$ cat src/rtl/clkspec_pkg.sv
// clkspec_pkg: shared state encoding, LFSR tap masks and rotate helper for the adder client
package clkspec_pkg;

   typedef enum logic [2:0] {ST_IDLE, ST_REQ, ST_DATA, ST_RESP, ST_DONE} state_t;

   localparam logic [3:0] LFSR_TAPS_4 = 4'b1001;
   localparam logic [7:0] LFSR_TAPS_8 = 8'b10111000;

   function automatic logic [7:0] lfsr_taps(input int w);
      return (w == 8) ? LFSR_TAPS_8 : {4'b0000, LFSR_TAPS_4};
   endfunction

   function automatic logic [7:0] rotl1(input logic [7:0] v, input int w);
      return (w == 8) ? {v[6:0], v[7]} : {4'b0000, v[2:0], v[3]};
   endfunction

endpackage

$ cat src/rtl/clkspec_lfsr_n.sv
// clkspec_lfsr_n: shift-left Fibonacci LFSR, reloadable with SEED, advanced on demand
module clkspec_lfsr_n
   import clkspec_pkg::*;
#(
   parameter int               WIDTH = 4,
   parameter logic [WIDTH-1:0] SEED  = WIDTH'(1)
) (
   input  logic             clk,
   input  logic             reset,
   input  logic             load,
   input  logic             adv,
   output logic [WIDTH-1:0] q
);

   localparam logic [WIDTH-1:0] TAPS = WIDTH'(lfsr_taps(WIDTH));

   // reload on start, otherwise step once per completed operation
   always_ff @(posedge clk or negedge reset)
      if (!reset) q <= SEED;
      else if (load) q <= SEED;
      else if (adv) q <= {q[WIDTH-2:0], ^(q & TAPS)};

endmodule

$ cat src/rtl/clkspec_addclient.sv
// clkspec_addclient: self-checking requester for the shared adder (request, operands, result).
// Optional result watchdog enabled by defining CLKSPEC_CLIENT_TIMEOUT_EN.
module clkspec_addclient
   import clkspec_pkg::*;
#(
   parameter int               WIDTH   = 4,
   parameter int               NUM_OPS = 8,
   parameter logic [WIDTH-1:0] SEED    = WIDTH'(1),
   parameter int               TIMEOUT = 16
) (
   input  logic             clk,
   input  logic             reset,
   input  logic             start,
   output logic             r,
   input  logic             r_ack,
   output logic [WIDTH-1:0] a,
   output logic [WIDTH-1:0] b,
   output logic             d_v,
   input  logic             d_ack,
   input  logic [WIDTH-1:0] y,
   input  logic             y_v,
   output logic             y_ack,
   output logic             busy,
   output logic             done,
   output logic [7:0]       op_cnt,
   output logic [7:0]       err_cnt,
   output logic             timeout
);

   state_t           state;
   logic [WIDTH-1:0] lfsr_q, exp_sum;
   logic [7:0]       err_inc;
   logic             load, adv, last, expired;

   assign load    = (state == ST_IDLE) && start;
   assign adv     = (state == ST_RESP) && y_v;
   assign last    = (op_cnt == 8'(NUM_OPS - 1));
   assign err_inc = err_cnt + {7'd0, err_cnt != 8'hFF};

   clkspec_lfsr_n #(.WIDTH(WIDTH), .SEED(SEED)) u_lfsr (
      .clk(clk), .reset(reset), .load(load), .adv(adv), .q(lfsr_q)
   );

`ifdef CLKSPEC_CLIENT_TIMEOUT_EN
   localparam int TW = $clog2(TIMEOUT + 1);
   logic [TW-1:0] wait_cnt;

   assign expired = (state == ST_RESP) && !y_v && (wait_cnt == TW'(TIMEOUT - 1));

   // wait counter runs only in RESP; the sticky flag clears on a new run
   always_ff @(posedge clk or negedge reset)
      if (!reset) begin
         wait_cnt <= '0;
         timeout  <= 1'b0;
      end else begin
         wait_cnt <= (state == ST_RESP) ? wait_cnt + 1'b1 : '0;
         timeout  <= load ? 1'b0 : (timeout | expired);
      end
`else
   assign expired = 1'b0;
   assign timeout = 1'b0;
`endif

   // client FSM with registered handshake/status outputs, result compare and counters
   always_ff @(posedge clk or negedge reset)
      if (!reset) begin
         state   <= ST_IDLE;
         r       <= 1'b0;
         d_v     <= 1'b0;
         y_ack   <= 1'b0;
         busy    <= 1'b0;
         done    <= 1'b0;
         a       <= '0;
         b       <= '0;
         exp_sum <= '0;
         op_cnt  <= '0;
         err_cnt <= '0;
      end else begin
         case (state)
            ST_IDLE: if (start) begin
               state   <= ST_REQ;
               r       <= 1'b1;
               busy    <= 1'b1;
               op_cnt  <= '0;
               err_cnt <= '0;
            end
            ST_REQ: if (r_ack) begin
               state <= ST_DATA;
               r     <= 1'b0;
               d_v   <= 1'b1;
               a     <= lfsr_q;
               b     <= WIDTH'(rotl1(8'(lfsr_q), WIDTH));
            end
            ST_DATA: if (d_ack) begin
               state   <= ST_RESP;
               d_v     <= 1'b0;
               y_ack   <= 1'b1;
               exp_sum <= a + b;
            end
            ST_RESP: if (y_v) begin
               op_cnt <= op_cnt + 8'd1;
               y_ack  <= 1'b0;
               if (y != exp_sum) err_cnt <= err_inc;
               if (last) begin
                  state <= ST_DONE;
                  busy  <= 1'b0;
                  done  <= 1'b1;
               end else begin
                  state <= ST_REQ;
                  r     <= 1'b1;
               end
            end else if (expired) begin
               state   <= ST_DONE;
               err_cnt <= err_inc;
               y_ack   <= 1'b0;
               busy    <= 1'b0;
               done    <= 1'b1;
            end
            ST_DONE: if (!start) begin
               state <= ST_IDLE;
               done  <= 1'b0;
            end
            default: state <= ST_IDLE;
         endcase
      end

endmodule

$ cat config.mk
export PLATFORM = sky130hd
export DESIGN_NAME = clkspec_addclient
export DESIGN_NICKNAME = d
export VERILOG_FILES = /design/src/rtl/clkspec_pkg.sv /design/src/rtl/clkspec_lfsr_n.sv /design/src/rtl/clkspec_addclient.sv
export SDC_FILE = /design/constraint.sdc
export NUM_CORES = 1
export LEC_CHECK = 0
export BUFFER_PORTS_ARGS = -buffer_cell sky130_fd_sc_hd__buf_2
export CORE_MARGIN = 2
export CORE_UTILIZATION = 54
export CTS_BUF_LIST = sky130_fd_sc_hd__clkbuf_16
export DETAILED_ROUTE_END_ITERATION = 12
export GPL_ROUTABILITY_DRIVEN = 0
export PLACE_DENSITY = 0.79
export SYNTH_ARGS = -nofsm -noshare
export SYNTH_HDL_FRONTEND = slang
export SYNTH_HIERARCHICAL = 1
export SYNTH_SLANG_ARGS = --single-unit
$ cat constraint.sdc
create_clock -name clk -period 1.77 [get_ports clk]
set_input_delay 0.177 -clock clk [delete_from_list [all_inputs] [get_ports clk]]
set_output_delay 0.177 -clock clk [all_outputs]
set_load 0.005 [all_outputs]
**Word level (Yosys, flattened, before mapping)**

Index checks and enable logic that the tools add are counted.

- Add/sub/neg operators: 3
- Reduce and logical (&&, ||, !) cells: 20
- Multiplexer cells: 33
- Equal/unequal tests: 15

Operators with widths:

| cell | number |
|---|---|
| two-way mux 8 bit | 4 |
| one-hot mux 8 bit (2 select lines) | 2 |
| two-way mux 3 bit | 6 |
| one-hot mux 3 bit (5 select lines) | 1 |
| != test 2 bit, second input constant | 7 |
| two-way mux 1 bit | 13 |
| AND reduction 4 bit | 3 |
| AND reduction 5 bit | 2 |
| nonzero test 2 bit | 5 |
| AND reduction 3 bit | 3 |
| adder 8 x 1 -> 8 bit | 1 |
| adder 8 x 1 -> 8 bit, second input constant | 1 |
| equality test 8 x 3 -> 1 bit, second input constant | 1 |
| two-way mux 4 bit | 2 |
| != test 8 bit, second input constant | 1 |
| one-hot mux 1 bit (2 select lines) | 4 |
| equality test 3 x 2 -> 1 bit, second input constant | 2 |
| adder 4 bit | 1 |
| != test 4 bit | 1 |
| AND reduction 2 bit | 2 |
| XOR reduction 4 bit | 1 |
| equality test 3 x 1 -> 1 bit, second input constant | 1 |
| equality test 3 bit, second input constant | 1 |
| zero test 3 bit | 1 |
| 4 further kinds | 5 |

- Logic and storage cells: 83
- Register bits: 40
- Input port bits: 10
- Output and inout port bits: 30

**Logic depth before layout (Yosys ltp)**

Gate-level depths: netlist of the first run.

- Depth in word-level cells: 5
- Mapped depth: 8
- Depth with buffers taken out: 8

**Hierarchy**

The synthesis of the first run kept the hierarchy.

By module, submodules not included:

| module | sequential area each (µm²) | times used | area an instance (µm²) | cells each |
|---|---|---|---|---|
| clkspec_addclient | 800.8 | 1 | 1711.6 | 170 |
| clkspec_lfsr_n | 101.3 | 1 | 170.2 | 14 |

**Worst setup path after synthesis of the first run**

OpenSTA, ideal clock, no wires.

- Kind: reg2reg
- Start: register op_cnt[5]
- End: register r
- Setup time: 0.140 ns
- Path buffers: 0
- Data required time: 1.630 ns
- Setup slack: 0.111 ns
- Period minus slack after synthesis: 1.659 ns
- Data arrival time: 1.518 ns
- Stages on the path, launching flop included: 5
- Path through: dfrtp_1 -> or4_1 -> or3_4 -> o22ai_2 -> a31oi_1

- Word-level cells in the longest chain between the ends: 3

RTL lines:

| what | RTL line | RTL |
|---|---|---|
| start, declared | clkspec_addclient.sv:25 | `output logic [7:0] op_cnt,` |
| start signal, assigned | clkspec_addclient.sv:101 | `op_cnt <= op_cnt + 8'd1;` |
| equality test 8 x 3 -> 1 bit | clkspec_addclient.sv:37 | `assign last = (op_cnt == 8'(NUM_OPS - 1));` |
| != test 2 bit (no line) | -- |  |
| AND reduction 5 bit (no line) | -- |  |
| end signal, assigned | clkspec_addclient.sv:68 | `r <= 1'b0;` |
| end signal, assigned | clkspec_addclient.sv:82 | `r <= 1'b1;` |
| end signal, assigned | clkspec_addclient.sv:89 | `r <= 1'b0;` |
| end, declared | clkspec_addclient.sv:14 | `output logic r,` |

Every way passes these cells.
A chain may end at the register's enable or synchronous reset.

**Worst setup path in the final report of the first run**

- Start: register err_cnt[3]
- End: register err_cnt[4]

- Word-level cells in the longest chain between the ends: 5

RTL lines:

| what | RTL line | RTL |
|---|---|---|
| start, declared | clkspec_addclient.sv:26 | `output logic [7:0] err_cnt,` |
| start signal, assigned | clkspec_addclient.sv:103 | `if (y != exp_sum) err_cnt <= err_inc;` |
| start signal, assigned | clkspec_addclient.sv:114 | `err_cnt <= err_inc;` |
| != test 8 bit | clkspec_addclient.sv:38 | `assign err_inc = err_cnt + {7'd0, err_cnt != 8'hFF};` |
| adder 8 x 1 -> 8 bit (*) | clkspec_addclient.sv:38 |  |
| two-way mux 8 bit (*) | clkspec_addclient.sv:103 |  |
| two-way mux 8 bit (*) | clkspec_addclient.sv:100 | `ST_RESP: if (y_v) begin` |
| one-hot mux 8 bit (2 select lines) (*) | clkspec_addclient.sv:79 | `case (state)` |

Every way passes the cells marked *; elsewhere a longest branch is shown, timed or not. The select of a mux whose other input is x is not followed.

==> reports/qor.csv, run 1 <==
metric,value,unit
p_sw,1.23,mW
antenna_found_initial,0,
fillers,251,
clockRootBuffer,clkbuf_16,
grt_max_degree,37,
slowest_delay,0.41,ns
ys_ff_latch,36,
cpMaxStageDelayCell,or4_1,
dieArea,3970,um^2
crit_chain,"nand4_1, or2_2, ha_1, ha_2, nand3_2, or4_1, nand3_1",
yosys-top-cells-area,"dfrtp_1 47%, ha_1 4.0%, nand2_1 3.4%, nor2_1 3.0%, xnor2_1 2.8%",
power_frac_clock,22.7,%
num_rows,21,
ctsLongestPathBuffers,2,
netlist.top_cell.by_area,dfrtp_1,
maxCapViolCount,0,
area_growth,25.4,%
vdd_drop_max,1.17,mV
layout_setup_ws,0.0966,ns
syn-cell-area,1880,um^2
n_antenna_cell,0,
rsz0062_at_grt,true,
finalPower,3.52,mW
cp-end-kind,flop,
reg2reg_slack,0.1,ns
hold_depth,2,
ios,40,
cts_made_buffers,5,
via_count,1558,
fmax,0.598,GHz
final_common_cell,buf_2,
finalWirelength,3810,um
yosysSeqAreaShare,47.9,%
r2r-end,err_cnt[4],
die_w,63.0,um
combPwrFrac,39.0,%
power_frac_seq,38.3,%
crit_required,1.98,ns
p_leak,1.17,nW
grt_pass1_vias,1408,
antenna_left,0,
skew,0.00366,ns
worstSkewPairLatency,0.28,ns
path_delay_family,simple AND/OR/NAND/NOR gates,
overflow,0,
final_max_slew_viol_count,0,
syn_inst,184,
drt_iter0_markers,164,
post-route-util,70.7,%
status,"complete, no violations",
hpwl,2750,um
synth_nets,201,
firstDrtPassIters,4,
crit_type,reg2reg,
r2r-start,err_cnt[3],
arrival,1.88,ns
grt_pass1_wl,6360,um
finalHoldViolCount,0,
portBuffers,38,
critPathBufInv,0,
track_usage,20.4,%
synth_edf_count,0,
yosys.area.top_type_share,46.5,%
cts_num_sinks,36,
min_from,start,
whs_endpoint,done,
period_minus_slack,1.67,ns
p_sw_share,35.0,%
viasPerCell,5.47,
async_reset_ff_share,100,%
clk_pin_slew_worst_paths,0.05,ns
place_ws,0.116,ns
wire_per_inst,13.4,um
die_h,63.0,um
worst-r2r-cell-count,7,
layout_common_cells,"38 x buf_2, 35 x dfrtp_1, 19 x buf_4",
initial_core_util,56.4,%
drc,0,
avgSynthCellArea,10.2,um^2
yosys_warnings,6,
fin_crit_sh,94.5,%
cts_tree,done,
yosysUniqueCellTypes,50,
setup_viol_count_final,0,
ys.flop_type,dfrtp_1,
hp-class,in2reg,
drive_gt1_share,31.8,%
crit_path_start_kind,flop,
pwr_density_cell,1490,nW/um^2
core_area,3340,um^2
cts.htree.levels,2,
cp_max_fo,4,
nets,255,
internal_power,2.29,mW
[routing by layer]
| metal | share of wire [%] | track usage (%) | wire length [um] |
|---|---|---|---|
| met1 | 48 | 27.7 | 1820 |
| met2 | 46 | 31.9 | 1750 |
| met3 | 5.1 | 5.59 | 195 |
| met4 | 1.1 | 6.39 | 42 |
| met5 | 0 | 0 | 0 |
[power by group through the flow]
stage	sequential (mW)	clock, mW	combinational, mW
after floorplan	1.33	0	0.890
after global placement	1.35	0	1.29
after detailed placement	1.36	0	1.34
after CTS	1.35	0.807	1.36
after global routing	1.39	0.849	1.53
final	1.35	0.798	1.37
[cell usage after synthesis (2+ instances only)]
| cell type | n |
|---|---|
| nor4_1 | 6 |
| or4_1 | 2 |
| clkbuf_1 | 3 |
| o21ai_0 | 7 |
| nand4_1 | 3 |
| buf_4 | 6 |
| xnor2_1 | 6 |
| nor2b_1 | 3 |
| ha_1 | 6 |
| o311ai_0 | 2 |
| dfrtp_1 | 35 |
| inv_1 | 7 |
| xor2_1 | 6 |
| nor3_1 | 3 |
| nand2_1 | 17 |
| mux2i_1 | 5 |
| a22o_1 | 3 |
| mux2_2 | 4 |
| a21o_1 | 3 |
| a21oi_1 | 4 |
| nor2_1 | 15 |
| nand3_1 | 8 |
| and3_1 | 3 |
[metrics by stage]
stage,cells,setup TNS [ns],instance area [um^2],hold slack (ns)
final,285,0,2360,0.164
after global routing,285,-0.0109,2360,0.174
after CTS,285,0,2350,0.160
after detailed placement,276,0,2210,0.236
after global placement,276,0,2210,0.239
after floorplan,184,0,1880,-0.119
[cell type report]
class | instances | area (um^2) | area share, %
sequential | 36 | 902 | 38.2
clock inverter | 3 | 11.3 | 0.477
clock buffer | 5 | 125 | 5.30
multi-input combinational | 129 | 891 | 37.8
timing repair buffer | 58 | 343 | 14.5
inverter | 8 | 30.0 | 1.27
tap | 46 | 57.6 | 2.44
[what timing repair did]
| action | CTS | global route |
|---|---|---|
| endpoints found under the hold margin | 35 | 0 |
| hold buffers | 1 | 0 |
| endpoints found under the setup margin | 0 | 3 |
| gates resized for setup | 0 | 3 |
| buffers inserted | 0 | 0 |
[flip-flops by register name, indices dropped and copies added, names as in the netlist]
name / cells
r: 1
d_v: 1
a: 3
busy: 1
state: 3
err_cnt: 8
exp_sum: 4
u_lfsr/q: 4
done: 1
op_cnt: 8
b: 1
y_ack: 1
[worst register-to-register path, delay by kind of cell (launching register included)]
kind	cells	cell delay, ns
simple gates	5	0.88
flops	1	0.38
fa+ha+maj	2	0.35
[worst max-delay path by stage]
stage	to	cells after the start	slack (ns)	startpoint
final	err_cnt[4]	7	0.1	err_cnt[3]
after global routing	err_cnt[4]	7	-0.01	err_cnt[3]
after CTS	err_cnt[6]	8	0.11	err_cnt[6]
after detailed placement	err_cnt[6]	8	0.12	err_cnt[6]
after global placement	r	4	0.17	op_cnt[5]
after floorplan	r	4	0.11	op_cnt[5]
[cell families after synthesis]
family	share of synthesized area [%]
muxes	5.05
adders and majority gates	5.05
buffers and inverters	5.12
and+or+nand+nor	18.6
AOI/OAI and AO/OA	12.5
other	0.199
DFF	47.9
xor gates and xnor gates	5.59
Note: power is estimated with default switching activity, not from simulation.
==> inputs of run 2 (changes only) <==
Settings changed: BUFFER_PORTS_ARGS -buffer_cell sky130_fd_sc_hd__buf_2 to not set, CORE_UTILIZATION 54 to 60, DONT_BUFFER_PORTS set to 1, PLACE_DENSITY 0.79 to 0.76.
==> reports/qor.csv, run 2 (synthesized netlist as in run 1, its figures left out) <==
metric,value,unit,change
status,"complete, no violations",,
overflow,0,,unchanged
hold_slack,0.0292,ns,-0.135 ns
cts_tree,done,,
power_frac_seq,38.7,%,+0.4 points
combPwrFrac,34.2,%,-4.8 points
track_usage,25.9,%,+5.5 points
fin_crit_sh,97.7,%,+3.1 points
worst_pin_slew,0.497,ns,
cts.htree.levels,2,,unchanged
crit_type,reg2reg,,
rsz0062_at_grt,false,,
initial_core_util,62.1,%,+5.8 points
num_rows,20,,-4.8%
finalHoldViolCount,0,,unchanged
core_area,3030,um^2,-9.3%
die_w,60.0,um,-4.8%
dieArea,3600,um^2,-9.4%
viasPerCell,5.97,,+9.2%
drc,0,,unchanged
grt_max_degree,37,,unchanged
tns,0,ns,unchanged
ctsLongestPathBuffers,2,,unchanged
fmax,0.579,GHz,-3.2%
final_max_slew_viol_count,0,,unchanged
maxCapViolCount,0,,unchanged
final_common_cell,dfrtp_1,,
p_leak,1.03,nW,-12%
skew,0.00365,ns,-0.00000480 ns
dp.cells,238,,-14%
hpwl,2970,um,+7.8%
power_frac_clock,27.1,%,+4.4 points
firstDrtPassIters,4,,unchanged
grt_pass1_vias,1511,,+7.3%
p_sw_share,34.6,%,-0.45 points
nets,220,,-14%
grt_pass1_wl,6780,um,+6.5%
crit_path_start_kind,flop,,
area_growth,18.8,%,
fin_cells,248,,-13%
max_slew_margin,66.6,%,
pwr_density_cell,1600,nW/um^2,+7.2%
worstSkewPairLatency,0.28,ns,about the same
hp-class,in2reg,,
finalWirelength,4110,um,+7.7%
portBuffers,0,,-100%
cp_max_fo,12,,+8
cp-end-kind,flop,,
ios,40,,unchanged
post-route-util,73.8,%,+3.1 points
wire_per_inst,16.6,um,+24%
die_h,60.0,um,-4.8%
period_minus_slack,1.73,ns,+0.0550 ns
fin_area,2240,um^2,-5.2%
clk_pin_slew_worst_paths,0.05,ns,about the same
cts_num_sinks,36,,unchanged
layout_common_cells,"34 x dfrtp_1, 21 x buf_4, 17 x nand2_1",,
cts_made_buffers,5,,unchanged
arrival,1.89,ns,about the same
fillers,212,,-16%
largest_registers,"err_cnt x8, op_cnt x8",,
drt_iter0_markers,87,,-47%
dpl_cell_area,2030,um^2,-8.1%
vdd_drop_max,1.15,mV,-1.6%
cts_setup_buffers,0,,unchanged
crit_required,1.93,ns,-0.05 ns
n_antenna_cell,0,,unchanged
clockRootBuffer,clkbuf_16,,
setup_viol_count_final,0,,unchanged
internal_power,2.34,mW,+2.3%
antenna_left,0,,unchanged
drive_gt1_share,21.6,%,-10 points
via_count,1481,,-4.9%
p_sw,1.24,mW,+0.30%
antenna_found_initial,0,,unchanged
-- run 2: cell type report --
cell class	count	area, um^2	area share (%)
well taps	44	55.1	2.46
inverters	8	30.0	1.34
clock buffers	5	125	5.60
flip-flops and latches	36	903	40.4
multi-input cells	129	896	40.1
repair buffers	23	188	8.39
clock inverters	3	38.8	1.73
-- run 2: path summary, 6_finish.rpt --
path | endpoint | slack (ns) | start | depth (start not counted)
max reg2reg | err_cnt[0] | 0.04 | exp_sum[3] | 5
max in group asynchronous | u_lfsr/q[0] | 1.15 | reset | 2
min in group asynchronous | a[1] | 0.37 | reset | 2
min | done | 0.03 | start | 1
min reg2reg | d_v | 0.51 | d_v | 2
max | err_cnt[0] | 0.04 | exp_sum[3] | 5
-- run 2: per-layer routing --
layer | up-vias | wire (um) | share of wire (%) | global-route usage, %
li1 | 688 | - | - | -
met1 | 746 | 1680 | 41 | 31.6
met2 | 39 | 2160 | 52 | 41.8
met3 | 8 | 196 | 4.8 | 7.79
met4 | 0 | 70 | 1.7 | 12.4
met5 | - | 0 | 0 | 0
-- run 2: timing repair --
item                                   CTS  global route
setup endpoints to repair                0             2
endpoints found under the hold margin   36             0
hold buffers                             2             0
resized for setup                        0             5
-- run 2: worst max-delay path: stages (launching register included) --
cell and delay (ns):
dfrtp_1 0.40, xor2_1 0.16, nor4_1 0.48, buf_4 0.27, nor2_1 0.07, a22o_1 0.23
-- run 2: metrics by stage --
step,setup slack [ns],total power [mW]
2_1_floorplan,0.111,2.22
3_3_place_gp,0.127,2.47
3_5_place_dp,0.0554,2.56
4_1_cts,0.0371,3.57
5_1_grt,0.00359,3.81
6_report,0.0415,3.57
-- run 2: power by group through the flow --
stage	Combinational (mW)	Sequential, mW	Clock [mW]
global route	1.37	1.42	1.01
floorplan	0.890	1.33	0
CTS	1.21	1.38	0.980
detailed placement	1.17	1.39	0
finish	1.22	1.38	0.968
global placement	1.11	1.36	0
==> inputs of run 3 (changes only) <==
Settings changed: CORE_UTILIZATION 60 to 30, PLACE_DENSITY 0.76 to not set.
==> reports/qor.csv, run 3 (synthesized netlist as in run 1, its figures left out) <==
metric,value,unit,change
worstSkewPairLatency,0.28,ns,about the same
slowest_delay,0.51,ns,+0.03 ns
dp.cells,270,,+13%
num_rows,28,,+40%
area_growth,19.9,%,
power_frac_seq,40.6,%,+1.9 points
drc,0,,unchanged
nets,222,,+0.91%
clockRootBuffer,clkbuf_16,,
vdd_drop_max,0.552,mV,-52%
fin_cells,281,,+13%
ctsLongestPathBuffers,2,,unchanged
cts_made_buffers,5,,unchanged
period_minus_slack,1.67,ns,-0.0634 ns
rsz0062_at_grt,false,,
status,"complete, no violations",,
wire_per_inst,14.1,um,-15%
finalWirelength,3960,um,-3.5%
p_sw,1.20,mW,-2.8%
cts.htree.levels,2,,unchanged
track_usage,12.5,%,-13 points
setup_viol_count_final,0,,unchanged
portBuffers,0,,unchanged
grt_max_degree,37,,unchanged
core_area,5990,um^2,+98%
overflow,0,,unchanged
dpl_cell_area,2070,um^2,+2.3%
largest_registers,"err_cnt x8, op_cnt x8",,
tns,0,ns,unchanged
arrival,1.82,ns,-0.07 ns
skew,0.00596,ns,+0.00231 ns
n_antenna_cell,0,,unchanged
ios,40,,unchanged
crit_required,1.92,ns,about the same
via_count,1405,,-5.1%
finalHoldViolCount,0,,unchanged
crit_chain,"or4_1, or3_4, o22ai_2, a31oi_1",,
die_h,83.2,um,+39%
cts_num_sinks,36,,unchanged
die_w,83.2,um,+39%
clk_pin_slew_worst_paths,0.06,ns,about the same
internal_power,2.18,mW,-6.8%
layout_setup_ws,0.105,ns,+0.0634 ns
dieArea,6920,um^2,+92%
fin_area,2260,um^2,+0.90%
cts_tree,done,,
cp_max_fo,4,,-8
antenna_left,0,,unchanged
hpwl,2890,um,-2.5%
layout_common_cells,"35 x dfrtp_1, 23 x buf_4, 17 x nand2_1",,
maxCapViolCount,0,,unchanged
grt_pass1_vias,1405,,-7.0%
hp-class,in2reg,,
grt_pass1_wl,6900,um,+1.8%
power_frac_clock,24.4,%,-2.7 points
firstDrtPassIters,4,,unchanged
crit_path_start_kind,flop,,
cpMaxStageDelayCell,or4_1,,
initial_core_util,31.4,%,-31 points
p_leak,1.03,nW,about the same
drive_gt1_share,20.9,%,-0.69 points
critPathBufInv,0,,-1
cp-end-kind,flop,,
pwr_density_cell,1500,nW/um^2,-6.2%
fin_crit_sh,94.1,%,-3.6 points
crit_type,reg2reg,,
viasPerCell,5.00,,-16%
combPwrFrac,35.1,%,+0.9 points
final_common_cell,dfrtp_1,,
final_max_slew_viol_count,0,,unchanged
place_ws,0.103,ns,+0.0478 ns
path_delay_family,simple AND/OR/NAND/NOR gates,,
p_sw_share,35.5,%,+0.95 points
antenna_found_initial,0,,unchanged
fmax,0.601,GHz,+3.8%
drt_iter0_markers,145,,+67%
-- run 3: final timing paths --
path                       slack [ns]          end  cells past startpoint         from
max reg2reg                      0.10            r                      4    op_cnt[5]
min in group asynchronous        0.36         busy                      2        reset
min reg2reg                      0.52         a[1]                      2  u_lfsr/q[1]
min                              0.03         done                      1        start
max                              0.10            r                      4    op_cnt[5]
max in group asynchronous        1.16  u_lfsr/q[0]                      2        reset
-- run 3: metrics by stage --
| step | hold slack [ns] | utilization [%] | power, mW |
|---|---|---|---|
| after floorplan | -0.119 | - | 2.22 |
| after global placement | -0.118 | 34.6 | 2.52 |
| after detailed placement | -0.118 | 34.6 | 2.55 |
| after CTS | 0.0226 | 37.4 | 3.41 |
| after global routing | 0.0404 | 37.7 | 3.66 |
| final | 0.0284 | 37.7 | 3.38 |
-- run 3: worst register-to-register path: stages, from the launching register on --
cell and delay, ns:
dfrtp_1 0.37, or4_1 0.51, or3_4 0.42, o22ai_2 0.14, a31oi_1 0.09
-- run 3: area by class of cell --
cell class                 instances  area [um^2]
timing repair buffer              25          203
tap                               75         93.8
clock inverter                     3         11.3
fill                             598         3730
sequential                        36          902
clock buffer                       5          125
inverter                           8         30.0
multi-input combinational        129          891
-- run 3: routing by layer --
metal / up-vias / share of wire [%] / global-route usage, %
li1: 694 / - / -
met1: 675 / 47 / 16.7
met2: 29 / 46 / 18.6
met3: 7 / 5.5 / 3.48
met4: 0 / 2.2 / 6.26
met5: - / 0 / 0
-- run 3: power by group through the flow --
stage                     sequential, mW  clock, mW  combinational, mW
after floorplan                     1.33          0              0.890
after global placement              1.38          0               1.14
after detailed placement            1.39          0               1.16
after CTS                           1.38      0.836               1.20
after global routing                1.42      0.867               1.38
final                               1.37      0.824               1.19
-- run 3: repair_timing --
item	CTS	global route
gates resized for setup	0	4
hold buffers	2	0
hold endpoints to repair	36	0
setup endpoints to repair	0	3
setup buffers	0	1
